<file path="config.mk">
export PLATFORM = sky130hd
export DESIGN_NAME = vx_cache_bank_sched
export DESIGN_NICKNAME = d
export VERILOG_FILES = /design/src/rtl/vx_cache_bank_sched_pkg.sv /design/src/rtl/vx_cache_sched_obuf.sv /design/src/rtl/vx_cache_bank_sched.sv
export SDC_FILE = /design/constraint.sdc
export NUM_CORES = 1
export LEC_CHECK = 0
export BUFFER_PORTS_ARGS = -buffer_cell sky130_fd_sc_hd__clkbuf_2
export CELL_PAD_IN_SITES_DETAIL_PLACEMENT = 1
export CELL_PAD_IN_SITES_GLOBAL_PLACEMENT = 2
export CORE_AREA = 2 2 226 228
export DETAILED_ROUTE_END_ITERATION = 10
export DIE_AREA = 0 0 228 230
export GPL_TIMING_DRIVEN = 0
export PLACE_DENSITY = 0.63
export REMOVE_ABC_BUFFERS = 1
export SLEW_MARGIN = 15
export SYNTH_ARGS = -nofsm -noshare
export SYNTH_HDL_FRONTEND = slang
export SYNTH_SLANG_ARGS = --single-unit
</file>
<file path="constraint.sdc">
create_clock -name clk -period 9.05 [get_ports clk]
set_clock_uncertainty 0.1 [all_clocks]
set_input_delay 0.4525 -clock clk [delete_from_list [all_inputs] [get_ports clk]]
set_output_delay 0.4525 -clock clk [all_outputs]
set_load 0.1 [all_outputs]
</file>
<file path="src/rtl/vx_cache_bank_sched_pkg.sv">
// Shared types for the cache bank arbitration stage: issued op encoding and
// scheduler state encoding.
package VX_cache_pkg;

    typedef enum logic [1:0] {
        CS_OP_CORE   = 2'd0,
        CS_OP_FILL   = 2'd1,
        CS_OP_REPLAY = 2'd2,
        CS_OP_FLUSH  = 2'd3
    } cs_op_t;

    typedef enum logic [1:0] {
        IDLE      = 2'd0,
        FILL_WAIT = 2'd1,
        REPLAY    = 2'd2,
        FLUSH     = 2'd3
    } sched_state_t;

    // Index width for a counter over n items, never narrower than one bit.
    function automatic int unsigned idx_width(input int unsigned n);
        return (n > 1) ? $clog2(n) : 1;
    endfunction

endpackage

</file>
<file path="src/rtl/vx_cache_sched_obuf.sv">
// One-entry valid/ready output register. Loads whenever it is empty or its
// current content is being taken; otherwise holds the payload stable.
module vx_cache_sched_obuf #(
    parameter int WIDTH = 8
) (
    input  logic             clk,
    input  logic             reset,
    input  logic             in_valid,
    input  logic [WIDTH-1:0] in_data,
    output logic             load_ready,
    output logic             out_valid,
    input  logic             out_ready,
    output logic [WIDTH-1:0] out_data
);

    logic             valid_q, valid_d;
    logic [WIDTH-1:0] data_q, data_d;

    assign load_ready = !valid_q || out_ready;
    assign out_valid  = valid_q;
    assign out_data   = data_q;

    // Next register content: take a new op when loadable, else keep the current one.
    always_comb begin
        valid_d = valid_q;
        data_d  = data_q;
        if (load_ready) begin
            valid_d = in_valid;
            if (in_valid) begin
                data_d = in_data;
            end
        end
    end

    // Register update; payload is cleared too so all issue fields read 0 out of reset.
    always_ff @(posedge clk or posedge reset) begin
        if (reset) begin
            valid_q <= 1'b0;
            data_q  <= '0;
        end else begin
            valid_q <= valid_d;
            data_q  <= data_d;
        end
    end

endmodule

</file>
<file path="src/rtl/vx_cache_bank_sched.sv">
// Cache bank arbitration stage: picks one of flush / fill / MSHR replay / core
// request per cycle and issues it through a one-entry output register. A fill
// starts a replay chain that must fully drain before another fill is taken,
// since a new fill would move the MSHR dequeue pointer mid-chain.
module vx_cache_bank_sched
    import VX_cache_pkg::*;
#(
    parameter int LINE_ADDR_WIDTH = 26,
    parameter int MSHR_SIZE       = 4,
    parameter int MSHR_ADDR_WIDTH = 2,
    parameter int REQ_DATAW       = 64,
    parameter int LINE_WIDTH      = 128,
    parameter int NUM_LINES       = 64,
    parameter int STARVE_LIMIT    = 8
) (
    input  logic                       clk,
    input  logic                       reset,
    input  logic                       core_req_valid,
    output logic                       core_req_ready,
    input  logic [LINE_ADDR_WIDTH-1:0] core_req_addr,
    input  logic                       core_req_rw,
    input  logic [REQ_DATAW-1:0]       core_req_data,
    input  logic                       mem_rsp_valid,
    output logic                       mem_rsp_ready,
    input  logic [MSHR_ADDR_WIDTH-1:0] mem_rsp_id,
    input  logic [LINE_WIDTH-1:0]      mem_rsp_data,
    output logic                       mshr_fill_valid,
    output logic [MSHR_ADDR_WIDTH-1:0] mshr_fill_id,
    input  logic [LINE_ADDR_WIDTH-1:0] mshr_fill_addr,
    input  logic                       mshr_deq_valid,
    output logic                       mshr_deq_ready,
    input  logic [LINE_ADDR_WIDTH-1:0] mshr_deq_addr,
    input  logic                       mshr_deq_rw,
    input  logic [REQ_DATAW-1:0]       mshr_deq_data,
    input  logic [MSHR_ADDR_WIDTH-1:0] mshr_deq_id,
    input  logic                       mshr_alloc_ready,
    input  logic                       mshr_empty,
    input  logic                       flush_begin,
    output logic                       flush_done,
    output logic                       pipe_valid,
    input  logic                       pipe_ready,
    output logic [1:0]                 pipe_op,
    output logic [LINE_ADDR_WIDTH-1:0] pipe_addr,
    output logic                       pipe_rw,
    output logic [REQ_DATAW-1:0]       pipe_data,
    output logic [LINE_WIDTH-1:0]      pipe_line,
    output logic [MSHR_ADDR_WIDTH-1:0] pipe_id,
    output logic                       busy
);

    localparam int IDXW = idx_width(NUM_LINES);
    localparam int SW   = $clog2(STARVE_LIMIT + 1);
    localparam int PW   = 2 + LINE_ADDR_WIDTH + 1 + REQ_DATAW + LINE_WIDTH + MSHR_ADDR_WIDTH;
    localparam logic [IDXW-1:0] LAST_IDX  = IDXW'(NUM_LINES - 1);
    localparam logic [SW-1:0]   STARVE_MAX = SW'(STARVE_LIMIT);

    sched_state_t    state_q, state_d;
    logic            flush_pend_q, flush_pend_d;
    logic [SW-1:0]   starve_cnt_q, starve_cnt_d;
    logic [IDXW-1:0] flush_idx_q, flush_idx_d;
    logic            flush_last_q, flush_last_d;

    logic load_ready, flush_block, core_wins, in_idle;
    logic fill_acc, core_acc, deq_acc, flush_load, issue_valid;

    cs_op_t                     iss_op;
    logic [LINE_ADDR_WIDTH-1:0] iss_addr;
    logic                       iss_rw;
    logic [REQ_DATAW-1:0]       iss_data;
    logic [LINE_WIDTH-1:0]      iss_line;
    logic [MSHR_ADDR_WIDTH-1:0] iss_id;
    logic [PW-1:0]              out_data;

    // A pending flush with an empty MSHR owns the IDLE slot until FLUSH is entered.
    assign flush_block = flush_pend_q && mshr_empty;
    assign core_wins   = (starve_cnt_q == STARVE_MAX);
    assign in_idle     = (state_q == IDLE);

    // Fill acceptance is masked during reset so the bank does not appear to take a line it will drop.
    assign mem_rsp_ready  = !reset && load_ready && in_idle && !flush_block && !core_wins;
    assign core_req_ready = load_ready && in_idle && mshr_alloc_ready && !flush_block &&
                            (!mem_rsp_valid || core_wins);
    assign mshr_deq_ready = load_ready && (state_q == REPLAY);

    assign fill_acc   = mem_rsp_valid && mem_rsp_ready;
    assign core_acc   = core_req_valid && core_req_ready;
    assign deq_acc    = mshr_deq_valid && mshr_deq_ready;
    assign flush_load = (state_q == FLUSH) && load_ready && !flush_last_q;
    assign issue_valid = fill_acc || core_acc || deq_acc || flush_load;

    assign mshr_fill_valid = fill_acc;
    assign mshr_fill_id    = fill_acc ? mem_rsp_id : '0;
    assign flush_done      = (state_q == FLUSH) && flush_last_q && pipe_valid && pipe_ready;
    assign busy            = !in_idle || flush_pend_q || pipe_valid;

    // Build the issue payload for whichever source was accepted this cycle.
    always_comb begin
        iss_op   = CS_OP_CORE;
        iss_addr = '0;
        iss_rw   = 1'b0;
        iss_data = '0;
        iss_line = '0;
        iss_id   = '0;
        if (fill_acc) begin
            iss_op   = CS_OP_FILL;
            iss_addr = mshr_fill_addr;
            iss_line = mem_rsp_data;
            iss_id   = mem_rsp_id;
        end else if (deq_acc) begin
            iss_op   = CS_OP_REPLAY;
            iss_addr = mshr_deq_addr;
            iss_rw   = mshr_deq_rw;
            iss_data = mshr_deq_data;
            iss_id   = mshr_deq_id;
        end else if (flush_load) begin
            iss_op   = CS_OP_FLUSH;
            iss_addr = LINE_ADDR_WIDTH'(flush_idx_q);
        end else if (core_acc) begin
            iss_addr = core_req_addr;
            iss_rw   = core_req_rw;
            iss_data = core_req_data;
        end
    end

    // Scheduler sequencing, flush bookkeeping and core starvation counter.
    always_comb begin
        state_d      = state_q;
        flush_pend_d = flush_pend_q || flush_begin;
        starve_cnt_d = starve_cnt_q;
        flush_idx_d  = flush_idx_q;
        flush_last_d = flush_last_q;
        case (state_q)
            IDLE: begin
                if (fill_acc) begin
                    state_d = FILL_WAIT;
                end else if (flush_block && load_ready) begin
                    state_d      = FLUSH;
                    flush_pend_d = flush_begin;
                end
            end
            // MSHR dequeue valid lags the fill by one cycle.
            FILL_WAIT: state_d = REPLAY;
            REPLAY: begin
                if (!mshr_deq_valid) begin
                    state_d = IDLE;
                end
            end
            FLUSH: begin
                if (flush_load) begin
                    flush_last_d = (flush_idx_q == LAST_IDX);
                    flush_idx_d  = (flush_idx_q == LAST_IDX) ? '0 : flush_idx_q + 1'b1;
                end
                if (flush_done) begin
                    state_d      = IDLE;
                    flush_last_d = 1'b0;
                end
            end
            default: state_d = IDLE;
        endcase
        if (!core_req_valid || core_acc) begin
            starve_cnt_d = '0;
        end else if (fill_acc && mshr_alloc_ready && !core_wins) begin
            starve_cnt_d = starve_cnt_q + 1'b1;
        end
    end

    // Control state registers.
    always_ff @(posedge clk or posedge reset) begin
        if (reset) begin
            state_q      <= IDLE;
            flush_pend_q <= 1'b0;
            starve_cnt_q <= '0;
            flush_idx_q  <= '0;
            flush_last_q <= 1'b0;
        end else begin
            state_q      <= state_d;
            flush_pend_q <= flush_pend_d;
            starve_cnt_q <= starve_cnt_d;
            flush_idx_q  <= flush_idx_d;
            flush_last_q <= flush_last_d;
        end
    end

    vx_cache_sched_obuf #(
        .WIDTH (PW)
    ) u_obuf (
        .clk        (clk),
        .reset      (reset),
        .in_valid   (issue_valid),
        .in_data    ({iss_op, iss_addr, iss_rw, iss_data, iss_line, iss_id}),
        .load_ready (load_ready),
        .out_valid  (pipe_valid),
        .out_ready  (pipe_ready),
        .out_data   (out_data)
    );

    assign {pipe_op, pipe_addr, pipe_rw, pipe_data, pipe_line, pipe_id} = out_data;

endmodule

</file>
==> metrics.yaml <==
cp-end-kind: "output port"
crit_fanout: 109
fill_cells: 5689
htreeDepth: 1
setup_viol: 0
max_freq_mhz: 213
fp.coreArea_um2: 49900
initial_utilization: 0.193
hold_viol: 0
placed_cell_area_um2: 13400
synth_cell_types: 40
async_flop_share: 1.00
grt_max_degree: 110
ys_seq_area_frac: 0.619
synth_commonest_cells: "dfrtp_1 (238), a22o_1 (219), a21o_1 (68)"
cts-hold-fix-buffers: 121
cts_made_buffers: 29
portBuffers: 580
clockBufferDepth: 3
synth_edf_count: 0
finalMaxSlewViolations: 0
ios: 581
ys_seq_elements: 238
area_growth_pct: 61.3
routabilityCongestion: 0.837
cp-start-kind: "input pin"
dieArea_um2: 52400
die_x_um: 228
synth_most_common_cell: "dfrtp_1"
cts_setup_buffers: 0
path_class: "in2out"
yosys_warnings: 0
avgViaCountPerCell: 4.34
n_antenna_cell: 0
num_rows: 82
min_period_ns: 4.68
nNetsFinal: 1753
firstDrtPassIters: 4
drt_iter0_markers: 307
die_h_um: 230
syn_area_um2: 9620
worst_slew_margin_rel: 0.469
grt_pass1_vias: 9944
worstMarginPinSlew_ns: 0.793
antenna_found_initial: 1
grt_pass1_wl_um: 61100
root_buffer: "clkbuf_16"
overflow: 0
cts_tree: "built"
synth_ff_type: "dfrtp_1"
drive_above_1_share: 0.454
final_cell_area_um2: 15500
worstPathArrival_ns: 4.13
dp_hpwl_um: 28500
routedWlPerCell_um: 19.1
drc_errors: 0
status: "completed"
clk-insertion-delay-late_ns: 0.55
yosysTopAreaCell: "dfrtp_1"
synth_top_area_frac: 0.619
path_clk_slew_ns: 0.06
ant_nets: 0
wl_um: 40000
synth_area_leaders: "dfrtp_1 (62%), a22o_1 (20%), a21o_1 (5.3%)"
cts_num_sinks: 238
synthCells: 718
grtUsageTotal: 0.147
maxCapViolations: 0
required_ns: 8.50
fin_crit_sh: 0.518
rsz0062_at_grt: "false"
min_path_type: "in2reg"
vias: 9093
syn_area_per_cell_um2: 13.4
ctsResizeCount: 0
layer usage:
metal | up-vias | GRT usage | wire length (um)
li1 | 4155 | - | -
met1 | 4488 | 0.175 | 16000
met2 | 382 | 0.257 | 19900
met3 | 66 | 0.0428 | 2950
met4 | 2 | 0.0439 | 1160
met5 | - | 0 | 16
cells by family (layout without fill, tap and decap cells):
family          count (synthesis)  after routing  synth area share
compound gates                338            338             0.296
flops                         238            238             0.619
buf+inv                        70            774            0.0380
simple gates                   64             64            0.0377
xor+xnor                        5              5           0.00456
fa+ha+maj                       3              3           0.00390
stage by stage:
step	utilization	hold slack (ns)	setup slack, ns	setup TNS, ns	cells
finish	0.311	0.0367	4.37	0	2094
global route	0.311	0.0196	4.13	0	2094
CTS	0.311	0.000119	4.39	0	2094
detailed placement	0.269	0.364	4.96	0	1921
global placement	0.261	0.357	-2.73	-831.92	1906
floorplan	-	0.367	1.19	0	654
path summary, 6_finish.rpt:
kind | startpoint | endpoint | slack [ns] | cells after the start
setup / recovery | reset | mshr_fill_valid | 4.37 | 9
hold / removal | mem_rsp_data[30] | u_obuf.out_data[32] | 0.04 | 2
setup reg to reg | state_q[0] | u_obuf.out_data[209] | 6.20 | 7
hold reg to reg | u_obuf.out_data[194] | u_obuf.out_data[194] | 0.37 | 1
max in group asynchronous | reset | flush_idx_q[2] | 7.53 | 4
min in group asynchronous | reset | u_obuf.out_data[211] | 0.38 | 3
critical path, stage by stage:
cell and delay (ns):
dlygate4sd3_1 0.54, clkbuf_2 0.15, inv_8 0.30, buf_16 0.39, and3_1 0.51, nand2_8 0.15, inv_8 0.31, buf_16 0.36
clkbuf_2 0.56
state kept, by name, indices dropped and copies added (netlist names):
signal	cells
flush_pend_q	1
flush_last_q	1
state_q	2
u_obuf.out_valid	1
u_obuf.out_data	223
flush_idx_q	6
starve_cnt_q	4
placed cells by master (no fill, tap or decap), types with 2 or more instances in the layout:
cell and instances:
xor2_1 3, xnor2_1 2, nor2_4 3, a221o_1 22
nor2_1 15, nand3_1 9, buf_12 7, inv_8 2
dfrtp_1 238, clkbuf_2 580, nand4_1 5, a22o_1 219
o2bb2ai_1 6, dlygate4sd3_1 121, clkbuf_1 13, and3_1 7
a31oi_1 2, a21o_1 68, a21oi_1 5, clkbuf_16 29
o21ai_0 4, clkbuf_8 5, nor2b_1 2, clkinv_2 3
a211oi_1 6, buf_16 8, inv_1 4, nand2_1 14
o31ai_1 2, ha_1 3
layout make-up:
cell class | instances | area [um^2] | area share
multi-input cells | 410 | 3310 | 0.213
clock inverters | 5 | 53.8 | 0.00347
well taps | 672 | 841 | 0.0542
clock buffers | 47 | 843 | 0.0544
repair buffers | 716 | 4470 | 0.288
flip-flops and latches | 238 | 5960 | 0.384
inverters | 6 | 37.5 | 0.00242
Power is left out: the tool's default activity adds up to more than one toggle a clock period on the data nets, which glitch-free logic cannot reach.
